===== src/rtl/bip_debug_sequencer_if.sv =====
// UART FIFO and BIP core signals seen by the debug sequencer.
// master = sequencer side, slave = the UART/BIP side that drives status and data.
interface bip_debug_sequencer_if #(
  parameter int AB = 11,
  parameter int DB = 16
);
  logic          rx_empty;
  logic [7:0]    r_data;
  logic          rd_uart;
  logic          tx_full;
  logic [7:0]    w_data;
  logic          wr_uart;
  logic [4:0]    opcode;
  logic [AB-1:0] pc;
  logic [DB-1:0] acc;
  logic          start_bip;
  logic          busy;

  modport master (
    input  rx_empty, r_data, tx_full, opcode, pc, acc,
    output rd_uart, w_data, wr_uart, start_bip, busy
  );

  modport slave (
    output rx_empty, r_data, tx_full, opcode, pc, acc,
    input  rd_uart, w_data, wr_uart, start_bip, busy
  );
endinterface


===== src/rtl/bip_debug_sequencer.sv =====
// Debug sequencer: start command -> run the BIP until HALT -> stream an acc/pc/cycle result frame.
// Define BIP_DBG_CHECKSUM_EN to append an XOR checksum byte to the frame.
module bip_debug_sequencer #(
  parameter int         AB        = 11,
  parameter int         DB        = 16,
  parameter logic [7:0] START_CMD = 8'h73
) (
  input logic                   clk,
  input logic                   reset,
  bip_debug_sequencer_if.master bus
);

`ifdef BIP_DBG_CHECKSUM_EN
  localparam int FRAME_LEN = 8;
`else
  localparam int FRAME_LEN = 7;
`endif
  localparam logic [2:0] LAST_IDX = 3'(FRAME_LEN - 1);

  typedef enum logic [1:0] {IDLE, POP, RUN, SEND} state_t;

  state_t      state_reg, state_next;
  logic [7:0]  cmd_reg, cmd_next;
  logic [15:0] cyc_reg, cyc_next;
  logic [15:0] cnt_reg, cnt_next;
  logic [15:0] acc_reg, acc_next;
  logic [15:0] pc_reg, pc_next;
  logic [2:0]  idx_reg, idx_next;
  logic        start_bip_reg;

  logic [15:0] cyc_inc;
  logic [7:0]  frame_byte;
  logic        rd_uart_int;
  logic        wr_uart_int;
  logic [7:0]  w_data_int;

  // Cycle counter saturates so very long runs report 16'hFFFF instead of wrapping.
  assign cyc_inc = (cyc_reg == 16'hFFFF) ? cyc_reg : cyc_reg + 16'd1;

`ifdef BIP_DBG_CHECKSUM_EN
  logic [7:0] checksum;
  assign checksum = acc_reg[15:8] ^ acc_reg[7:0] ^ pc_reg[15:8] ^ pc_reg[7:0]
                  ^ cnt_reg[15:8] ^ cnt_reg[7:0];
`endif

  always_comb begin
    frame_byte = 8'h00;
    case (idx_reg)
      3'd0:    frame_byte = 8'hA5;
      3'd1:    frame_byte = acc_reg[15:8];
      3'd2:    frame_byte = acc_reg[7:0];
      3'd3:    frame_byte = pc_reg[15:8];
      3'd4:    frame_byte = pc_reg[7:0];
      3'd5:    frame_byte = cnt_reg[15:8];
      3'd6:    frame_byte = cnt_reg[7:0];
`ifdef BIP_DBG_CHECKSUM_EN
      3'd7:    frame_byte = checksum;
`endif
      default: frame_byte = 8'h00;
    endcase
  end

  always_comb begin
    state_next  = state_reg;
    cmd_next    = cmd_reg;
    cyc_next    = cyc_reg;
    cnt_next    = cnt_reg;
    acc_next    = acc_reg;
    pc_next     = pc_reg;
    idx_next    = idx_reg;
    rd_uart_int = 1'b0;
    wr_uart_int = 1'b0;
    w_data_int  = 8'h00;

    case (state_reg)
      IDLE: begin
        if (!bus.rx_empty) begin
          cmd_next   = bus.r_data;
          state_next = POP;
        end
      end
      POP: begin
        rd_uart_int = 1'b1;
        if (cmd_reg == START_CMD) begin
          cyc_next   = 16'd0;
          state_next = RUN;
        end else begin
          state_next = IDLE;
        end
      end
      RUN: begin
        cyc_next = cyc_inc;
        // The HALT edge itself counts as an executed cycle.
        if (bus.opcode == 5'b00000) begin
          acc_next   = 16'(bus.acc);
          pc_next    = 16'(bus.pc);
          cnt_next   = cyc_inc;
          idx_next   = 3'd0;
          state_next = SEND;
        end
      end
      SEND: begin
        w_data_int = frame_byte;
        if (!bus.tx_full) begin
          wr_uart_int = 1'b1;
          if (idx_reg == LAST_IDX) begin
            state_next = IDLE;
          end else begin
            idx_next = idx_reg + 3'd1;
          end
        end
      end
      default: state_next = IDLE;
    endcase
  end

  always_ff @(posedge clk) begin
    if (!reset) begin
      state_reg     <= IDLE;
      cmd_reg       <= 8'h00;
      cyc_reg       <= 16'h0000;
      cnt_reg       <= 16'h0000;
      acc_reg       <= 16'h0000;
      pc_reg        <= 16'h0000;
      idx_reg       <= 3'd0;
      start_bip_reg <= 1'b0;
    end else begin
      state_reg     <= state_next;
      cmd_reg       <= cmd_next;
      cyc_reg       <= cyc_next;
      cnt_reg       <= cnt_next;
      acc_reg       <= acc_next;
      pc_reg        <= pc_next;
      idx_reg       <= idx_next;
      // Registered from the next state so the BIP stops right after the HALT edge.
      start_bip_reg <= (state_next == RUN);
    end
  end

  assign bus.rd_uart   = rd_uart_int;
  assign bus.wr_uart   = wr_uart_int;
  assign bus.w_data    = w_data_int;
  assign bus.start_bip = start_bip_reg;
  assign bus.busy      = (state_reg != IDLE);

endmodule


===== src/flat_wrapper.sv =====
// flat-port wrapper written by rule: the top's interface ports become plain ports
module bip_debug_sequencer_flat 
#(
  parameter int         AB        = 11,
  parameter int         DB        = 16,
  parameter logic [7:0] START_CMD = 8'h73
)
  (clk, reset, bus_rx_empty, bus_r_data, bus_tx_full, bus_opcode, bus_pc, bus_acc, bus_rd_uart, bus_w_data, bus_wr_uart, bus_start_bip, bus_busy);
  bip_debug_sequencer_if #(.AB(AB), .DB(DB)) bus_i ();
  input logic clk;
  input logic reset;
  input wire logic [$bits(bus_i.rx_empty)-1:0] bus_rx_empty;
  input wire logic [$bits(bus_i.r_data)-1:0] bus_r_data;
  input wire logic [$bits(bus_i.tx_full)-1:0] bus_tx_full;
  input wire logic [$bits(bus_i.opcode)-1:0] bus_opcode;
  input wire logic [$bits(bus_i.pc)-1:0] bus_pc;
  input wire logic [$bits(bus_i.acc)-1:0] bus_acc;
  output wire logic [$bits(bus_i.rd_uart)-1:0] bus_rd_uart;
  output wire logic [$bits(bus_i.w_data)-1:0] bus_w_data;
  output wire logic [$bits(bus_i.wr_uart)-1:0] bus_wr_uart;
  output wire logic [$bits(bus_i.start_bip)-1:0] bus_start_bip;
  output wire logic [$bits(bus_i.busy)-1:0] bus_busy;
  assign bus_i.rx_empty = bus_rx_empty;
  assign bus_i.r_data = bus_r_data;
  assign bus_i.tx_full = bus_tx_full;
  assign bus_i.opcode = bus_opcode;
  assign bus_i.pc = bus_pc;
  assign bus_i.acc = bus_acc;
  assign bus_rd_uart = bus_i.rd_uart;
  assign bus_w_data = bus_i.w_data;
  assign bus_wr_uart = bus_i.wr_uart;
  assign bus_start_bip = bus_i.start_bip;
  assign bus_busy = bus_i.busy;
  bip_debug_sequencer #(.AB(AB), .DB(DB), .START_CMD(START_CMD)) u_core (.clk(clk), .reset(reset), .bus(bus_i));
endmodule

===== config.mk =====
export PLATFORM = sky130hd
export DESIGN_NAME = bip_debug_sequencer_flat
export DESIGN_NICKNAME = d
export VERILOG_FILES = /design/src/rtl/bip_debug_sequencer_if.sv /design/src/rtl/bip_debug_sequencer.sv /design/src/flat_wrapper.sv
export SDC_FILE = /design/constraint.sdc
export NUM_CORES = 1
export LEC_CHECK = 0
export CAP_MARGIN = 20
export CORE_MARGIN = 1.5
export CORE_UTILIZATION = 35
export CTS_CLUSTER_SIZE = 10
export DETAILED_ROUTE_END_ITERATION = 7
export PLACE_DENSITY_LB_ADDON = 0.08
export SETUP_SLACK_MARGIN = 0.1
export SKIP_CTS_REPAIR_TIMING = 1
export SYNTH_ARGS = -nofsm -noshare
export SYNTH_HDL_FRONTEND = slang
export SYNTH_SLANG_ARGS = --single-unit

===== constraint.sdc =====
create_clock -name clk -period 2.6 [get_ports clk]
set_input_delay 0.65 -clock clk [delete_from_list [all_inputs] [get_ports clk]]
set_output_delay 0.65 -clock clk [all_outputs]
set_load 0.1 [all_outputs]

==> impl_results.md, run 1 <==
* PortBufs at between 50 and 60
* Dominant synthesized flop cell: dfxtp_1
* Leakage at 1.561 nW
* Required @ worst endpoint at 1.95 ns
* Iteration-0 DRC Markers at 199
* Wire per inst at 16.21 um
* Post-Synth XOR/XNOR Area at less than 1%
* Remaining Overflow, GRT at 0
* Routed Antenna Nets at 0
* Failing checks: negative setup slack
* Top cells by count, synth: nand2_1, dfxtp_1, a21oi_1
* Synth cell types at 63
* Synth area leader: dfxtp_1
* Max cap viols at 0
* Layout cells sized above 1 at between 10% and 20%
* H-tree depth at 3
* Min Tclk post-route at 2.705 ns
* Die Span Y at slightly above 100 um
* Synth Instances at 440
* Sequential fraction of the synthesis area at roughly two fifths
* Seq cells post-synth at 73
* Mux cell area share after synthesis at 1.208%
* Post-synth ARST share at 0%
* Area occupied by multi-input gates at approximately 2100 um^2
* Root Driver: clkbuf_8
* DR DRC count at 0
* RSZ-0062 raised after global routing: true
* WP data arrival at 2.06 ns
* Critical path peak fanout at 8
* Die area at between 10000 and 15000 um^2
* Number of flops mapped to enable cells by yosys at 0
* GPL Wtd Cong at between 0.8 and 0.9
* Inserted Clock Buffers at 9
* Largest net degree at the start of global routing at 26
* Final net count at about 550
* Syn_area_per_cell at around 8 um^2
* First-pass GRT wire length at between 15000 and 20000 um
* Count leader, synth: nand2_1
* Initial Util at between 30% and 40%
* Fillers at between 900 and 1000
* Slew @ Worst Pin at 0.5739 ns
* P per Cell Area at ~470 nW/um^2
* Util after Layout at between 40% and 50%
* Compound-Gate Fraction of Synth Area at about a quarter
* VDD IR max at around 0.0003 V
* Vias at 3453
* Pre-Repair DR Iteration Count at 4
* Core area at roughly 9800 um^2
* Post-Synth Simple-Gate Area at around a quarter
* Clock sink count at 73
* Io pins at 56
* Final Hold Vio Count at 0
* Register area at between 1000 and 1500 um^2
* Largest family of logic cells by synthesized area: compound AO/OA/AOI/OAI gates
* Total chip power at between 2 and 2.5 mW
* CP startpoint kind: flip-flop
* Relative slew slack at around 60%
* Max Fclk at roughly 0.37 GHz
* Placed cells at about 600
* Max Clock Skew at ~0.011 ns
* Area Growth Syn to Fin at 35.61%
* Top cell type's share of synthesized area at between 40% and 50%
* Setup ws final at -0.1055 ns
* Initial antenna violation count at 0
* Setup TNS Final at -0.7425 ns
* Cell Count, Final, Fillers Out at 636
* Slew Limit Fails at 0
* Antenna cells at 0
* Post-synthesis adder-cell area fraction at 2.132%
* Post-route clock period utilization at 104.1%
* TritonCTS clock tree: yes
* Ys Warns at 0
* Number of global-route vias before repair at about 3200
* Clk Latency, worst-skew pair at ~0.34 ns
* # rows at 36
* Area contributors post-synth: dfxtp_1, nand2_1, a21oi_1
* Clock-pin transition on the worst setup and hold timing paths at about 0.080 ns
* Critical Path End Type: output pin
* Synthesized area at 3521 um^2
* Final setup fails at 8
* Synth Net Count at 490
* Post-DP HPWL at between 7000 and 8000 um
* Vias per inst at approximately 5.4
* Outcome: finished, violations left
* GRT Total Usage at approximately a fifth
* Worst hold path type: reg -> reg
* CP Class: reg -> out
* WL final at roughly 10000 um
* DIE WIDTH at just over 100 um
* Clock Tree Buf Depth at 2
-- final timing paths --
| path | start | endpoint | slack, ns | cells after the start |
|---|---|---|---|---|
| max reg2reg | u_core.cyc_reg[0] | u_core.cnt_reg[3] | 0.48 | 5 |
| min reg2reg | u_core.pc_reg[0] | u_core.pc_reg[0] | 0.46 | 2 |
| min | u_core.pc_reg[0] | u_core.pc_reg[0] | 0.46 | 2 |
| max | u_core.idx_reg[1] | bus_w_data[7] | -0.11 | 6 |
-- layer usage --
| layer | share of wire [%] | GRT usage [%] | up-vias |
|---|---|---|---|
| met3 | 4.9 | 2.621 | 9 |
| met1 | 47 | 27.09 | 1636 |
| met5 | 0 | 0 | - |
| li1 | - | - | 1715 |
| met4 | 1.0 | 5.925 | 0 |
| met2 | 47 | 33.76 | 93 |
-- where the power goes --
| part | switching, mW | internal, mW |
|---|---|---|
| logic | 0.0587 | 0.0764 |
| clock network | 0.451 | 0.544 |
| registers | 0.00963 | 1.12 |
| total | 0.519 | 1.74 |
-- layout make-up --
cell class | instances | area share [%]
Clock inverter | 6 | 1.939
Clock buffer | 10 | 2.673
Inverter | 10 | 0.8386
Multi-Input combinational cell | 326 | 43.08
Sequential cell | 73 | 30.77
Timing Repair Buffer | 78 | 17.22
Tap cell | 133 | 3.485
-- kinds of logic (layout without fill, tap and decap cells) --
logic type	Yosys count	after routing
AO/OA/AOI/OAI	140	140
multiplexers	4	4
buffers and inverters	41	104
adder cells (fa/ha/maj)	6	6
AND/OR/NAND/NOR	172	172
flip-flops	73	73
XOR/XNOR	4	4
-- metrics by stage --
step	worst slack [ns]	hold WS, ns	area [um^2]
after floorplan	0.06595	0.4285	3685
after global routing	-0.1704	0.4795	4775
after global placement	0.1569	0.4391	4452
after CTS	-0.2672	0.4565	4672
final	-0.1055	0.4564	4775
after detailed placement	0.1181	0.4443	4452
-- worst max-delay path, stage by stage, from the launching register on --
cell and delay, ns:
dfxtp_4 0.37, buf_6 0.12, ha_4 0.16, or4_4 0.54
nand3_4 0.25, nor2_2 0.10, buf_12 0.17
-- cells in the final DEF, fill, tap and decap left out, types with 4 or more instances in the layout --
cell type / count
a21oi_1: 56
a221o_1: 4
clkbuf_8: 9
buf_12: 10
nor2_1: 10
nor3_1: 8
dfxtp_1: 71
a31oi_1: 9
buf_4: 24
clkdlybuf4s50_1: 43
ha_4: 5
o21ai_0: 19
o31ai_1: 5
inv_1: 6
or3_1: 4
nand3_1: 15
a221oi_1: 4
o211ai_1: 4
nand2_1: 98
and4_1: 7
a222oi_1: 4
No activity file was read; power rests on OpenSTA's default activity.
==> run 2, diff against run 1 <==
--- a/config.mk
+++ b/config.mk
@@ -7,7 +7,7 @@
 export LEC_CHECK = 0
 export CAP_MARGIN = 20
 export CORE_MARGIN = 1.5
-export CORE_UTILIZATION = 35
+export CORE_UTILIZATION = 40
 export CTS_CLUSTER_SIZE = 10
 export DETAILED_ROUTE_END_ITERATION = 7
 export PLACE_DENSITY_LB_ADDON = 0.08
==> impl_results.md, run 2 (synthesis results as in run 1) <==
* Max cap viols at 0
* Fillers at around 850
* Vias at around 3400
* Final setup fails at 8
* Setup ws final at -0.1042 ns
* Die Span Y at ~97 um
* Critical path peak fanout at 8
* Remaining Overflow, GRT at 0
* Post-DP HPWL at between 6000 and 7000 um
* Routed Antenna Nets at 0
* Initial Util at between 40% and 50%
* Min Tclk post-route at about 2.7 ns
* CP Class: reg -> out
* Pre-Repair DR Iteration Count at 4
* WL final at 9540 um
* Placed cells at about 580
* Max Fclk at 0.3698 GHz
* Hold Crit Endpoint: u_core.acc_reg[8]
* Area Growth Syn to Fin at 34.79%
* DR DRC count at 0
* Initial antenna violation count at 0
* WP data arrival at 2.05 ns
* Clock sink count at 73
* Worst hold path type: reg -> reg
* Total chip power at roughly 2.2 mW
* # rows at 34
* Clock-pin transition on the worst setup and hold timing paths at 0.07 ns
* Area occupied by multi-input gates at 2058 um^2
* Critical Path End Type: output pin
* GPL Wtd Cong at about 0.85
* Util after Layout at 54.96%
* End of the worst register-to-register path: u_core.cnt_reg[4]
* Worst Min Path Start: u_core.acc_reg[8]
* Final net count at about 540
* First-pass GRT wire length at 16050 um
* Slew @ Worst Pin at slightly below 0.6 ns
* P per Cell Area at 457.0 nW/um^2
* Max Clock Skew at between 0.01 and 0.015 ns
* CP startpoint kind: flip-flop
* VDD IR max at 0.0002930 V
* DIE WIDTH at just under 100 um
* Wire per inst at about 16 um
* Inserted Clock Buffers at 9
* Layout cells sized above 1 at between 10% and 20%
* Slew Limit Fails at 0
* Final Hold Vio Count at 0
* Clk Latency, worst-skew pair at between 0.3 and 0.4 ns
* Crit path launch: u_core.idx_reg[0]
* RSZ-0062 raised after global routing: true
* Hold depth at 2
* Antenna cells at 0
* Clock Tree Buf Depth at 2
* H-tree depth at 3
* Register area at between 1000 and 1500 um^2
* Required @ worst endpoint at roughly 2 ns
* Most common cell after layout, fill and taps aside: nand2_1
* Relative slew slack at 60.30%
* Failing checks: negative setup slack
* PortBufs at 55
* Cell Count, Final, Fillers Out at 607
* Post-route clock period utilization at 104.0%
* Root Driver: clkbuf_8
* Number of global-route vias before repair at about 3300
* Worst Reg-to-Reg Cells at 5
* Iteration-0 DRC Markers at approximately 140
* Reg-to-reg startpoint: u_core.cyc_reg[0]
* Most frequent cells in the layout: nand2_1, dfxtp_1, a21oi_1, clkdlybuf4s50_1, o21ai_0
* Io pins at 56
* Leakage at 1.557 nW
* Largest net degree at the start of global routing at 45
* Flop-to-flop setup slack at 0.47 ns
* Core area at about 8600 um^2
* GRT Total Usage at 20.63%
* Outcome: finished, violations left
* TritonCTS clock tree: yes
* Die area at ~9400 um^2
* Vias per inst at between 5 and 6
## run 2: changes by cell type in the layout (fill, tap and decap cells not counted), moves of 2 or more
cell      before  now
clkbuf_8       9   11
buf_12        10   13
buf_6          1    3
buf_4         24   15
## run 2: per-layer routing
layer  global-route usage, %  up-vias  part of all wire (%)
li1                        -     1707                     -
met1                   28.31     1617                    48
met2                   32.81       79                    46
met3                   4.480        8                   4.6
met4                   5.574        0                  0.87
met5                       0        -                     0
## run 2: worst max-delay path by stage
stage,endpoint
floorplan,bus_w_data[3]
global placement,bus_w_data[3]
detailed placement,bus_w_data[3]
CTS,bus_w_data[3]
global route,bus_w_data[5]
finish,bus_w_data[5]
## run 2: through the flow
step / instance area (um^2) / setup slack, ns / TNS, ns / hold WS [ns]
after CTS: 4629 / -0.2193 / -1.643 / 0.4553
after global routing: 4746 / -0.1713 / -1.234 / 0.4707
final: 4746 / -0.1042 / -0.7061 / 0.4547
after floorplan: 3685 / 0.06595 / 0 / 0.4285
after detailed placement: 4423 / 0.1443 / 0 / 0.4471
after global placement: 4423 / 0.1841 / 0 / 0.4394
## run 2: report_power, final
group          leakage [nW]  total, mW  switching [mW]  internal [mW]
clock                 0.103      0.904           0.407          0.496
sequential            0.591       1.13         0.00892           1.12
combinational         0.864      0.132          0.0565         0.0753
total                  1.56       2.17           0.473           1.70
## run 2: final cells by class
type	count	share of cell area, %
clock inverters	4	1.081
inverters	10	0.8437
flip-flops and latches	73	30.95
clock buffers	12	3.269
well taps	108	2.847
repair buffers	74	17.64
multi-input cells	326	43.37
## run 2: worst max-delay path: stages, from the launching register on
cell     delay (ns)
dfxtp_4        0.38
ha_4           0.17
ha_4           0.15
or4_4          0.49
nand3_4        0.25
nor2_2         0.09
buf_12         0.17
==> run 3, diff against run 2 <==
--- a/config.mk
+++ b/config.mk
@@ -5,12 +5,13 @@
 export SDC_FILE = /design/constraint.sdc
 export NUM_CORES = 1
 export LEC_CHECK = 0
-export CAP_MARGIN = 20
+export CAP_MARGIN = 10
 export CORE_MARGIN = 1.5
-export CORE_UTILIZATION = 40
+export CORE_UTILIZATION = 53
 export CTS_CLUSTER_SIZE = 10
 export DETAILED_ROUTE_END_ITERATION = 7
 export PLACE_DENSITY_LB_ADDON = 0.08
+export RECOVER_POWER = 50
 export SETUP_SLACK_MARGIN = 0.1
 export SKIP_CTS_REPAIR_TIMING = 1
 export SYNTH_ARGS = -nofsm -noshare
==> impl_results.md, run 3 (synthesis results as in run 1) <==
* Critical Path End Type: output pin
* Cell Count, Final, Fillers Out at just under 600
* Post-DP HPWL at slightly below 7000 um
* VDD IR max at approximately 0.00043 V
* Required @ worst endpoint at 1.95 ns
* Clk Latency, worst-skew pair at 0.34 ns
* Initial Util at roughly 55%
* Outcome: finished, violations left
* GRT Total Usage at between 20% and 30%
* TritonCTS clock tree: yes
* Crit path max-delay family: simple AND/OR/NAND/NOR gates
* H-tree depth at 3
* Max cap viols at 0
* Gate power share at approximately 6.2%
* Slew Limit Fails at 0
* Failing checks: negative setup slack
* Hold Worst Slack at between 0.4 and 0.5 ns
* Relative slew slack at 23.22%
* CP max stage cell: or4_4
* Root Driver: clkbuf_8
* Slew @ Worst Pin at around 1.2 ns
* Cell mode on critical path: ha_4
* # rows at 29
* Setup TNS Final at -0.5248 ns
* CP startpoint kind: flip-flop
* Initial antenna violation count at 0
* Routed Antenna Nets at 0
* Clock Tree Buf Depth at 2
* Design Area, Final at about 4700 um^2
* Critical path peak fanout at 8
* Final net count at around 550
* Setup ws final at -0.07421 ns
* Min Tclk post-route at around 2.7 ns
* Max Clock Skew at just over 0.008 ns
* Most common cell after layout, fill and taps aside: nand2_1
* Util after Layout at between 70% and 80%
* Crit path cell chain: ha_4 > ha_4 > or4_4 > nand3_4 > nor2_2 > buf_12
* Layout cells sized above 1 at 15.20%
* Placed cells at between 500 and 600
* Power share of the sequential group at ~54%
* Placement Cell Area at around 4400 um^2
* Remaining Overflow, GRT at 0
* DIE WIDTH at ~85 um
* Vias at about 3500
* WP data arrival at between 2 and 2.5 ns
* Clock sink count at between 70 and 80
* Io pins at 56
* DR DRC count at 0
* PortBufs at 55
* Leakage at 1.532 nW
* Number of global-route vias before repair at about 3100
* Die Span Y at between 80 and 90 um
* Core area at about 6400 um^2
* Post-route clock period utilization at 102.9%
* Inserted Clock Buffers at 9
* CP max stage delay at 0.49 ns
* P_int at approximately 1.6 mW
* Area Growth Syn to Fin at 32.27%
* Antenna cells at 0
* Vias per inst at roughly 6
* GPL Wtd Cong at 0.8984
* Clock network power share at slightly below 40%
* Die area at ~7000 um^2
* CP Class: reg -> out
* Max Fclk at about 0.37 GHz
* Iteration-0 DRC Markers at 228
* WL final at 9554 um
* Pre-Repair DR Iteration Count at 7
* Largest net degree at the start of global routing at 45
* RSZ-0062 raised after global routing: true
* Switching Share at 21.93%
* First-pass GRT wire length at about 15000 um
* Final setup fails at 8
* CP Buf/Inv Count at 1
* P_sw at between 0.4 and 0.5 mW
* Most frequent cells in the layout: nand2_1, dfxtp_1, a21oi_1, clkdlybuf4s50_1, o21ai_0
* Final Hold Vio Count at 0
* P per Cell Area at 448.5 nW/um^2
* Clock-pin transition on the worst setup and hold timing paths at around 0.070 ns
* Worst hold path type: reg -> reg
* Wire per inst at 16.56 um
-- run 3: cell types whose count changed in the layout (fill, tap and decap cells not counted), moves of 2 or more --
cell	before	now
clkbuf_1	1	5
clkinv_2	1	3
dlygate4sd3_1	0	2
buf_6	3	0
clkdlybuf4s50_1	43	41
clkbuf_2	0	2
clkbuf_8	11	9
-- run 3: worst register-to-register path, stage by stage (launching register included) --
cell     delay (ns)
dfxtp_1        0.45
ha_1           0.32
nand3_1        0.23
nor4_1         0.48
buf_4          0.24
o21ai_0        0.11
a31oi_1        0.19
-- run 3: power by group through the flow --
stage | Clock (mW) | Combinational [mW] | Sequential (mW)
floorplan | 0 | 0.0504 | 1.16
global placement | 0 | 0.128 | 1.16
detailed placement | 0 | 0.130 | 1.16
CTS | 0.846 | 0.131 | 1.14
global route | 0.896 | 0.140 | 1.13
finish | 0.825 | 0.130 | 1.13
-- run 3: path summary, 6_finish.rpt --
path	startpoint	end	slack (ns)	cells past startpoint
max reg2reg	u_core.cyc_reg[0]	u_core.cnt_reg[5]	0.52	6
max	u_core.idx_reg[0]	bus_w_data[7]	-0.07	6
min	u_core.cnt_reg[2]	u_core.cnt_reg[2]	0.46	2
min reg2reg	u_core.cnt_reg[2]	u_core.cnt_reg[2]	0.46	2
-- run 3: per-stage QoR --
step	power [mW]	setup WS, ns
2_1_floorplan	1.209	0.06595
3_3_place_gp	1.289	0.1895
3_5_place_dp	1.291	0.1394
4_1_cts	2.112	-0.2318
5_1_grt	2.170	-0.1381
6_report	2.089	-0.07421
-- run 3: cell type report --
cell class | instances | area, um^2
multi-input cells | 326 | 2063
fillers | 509 | 1729
flip-flops and latches | 73 | 1469
repair buffers | 76 | 812.0
clock buffers | 11 | 131.4
well taps | 77 | 96.34
clock inverters | 4 | 45.04
inverters | 10 | 40.04
-- run 3: routing by layer --
metal	global-route usage [%]	part of all wire (%)	up-vias
li1	-	-	1719
met1	34.71	44	1670
met2	43.58	49	136
met3	5.506	5.8	10
met4	7.625	1.2	0
met5	0	0	-
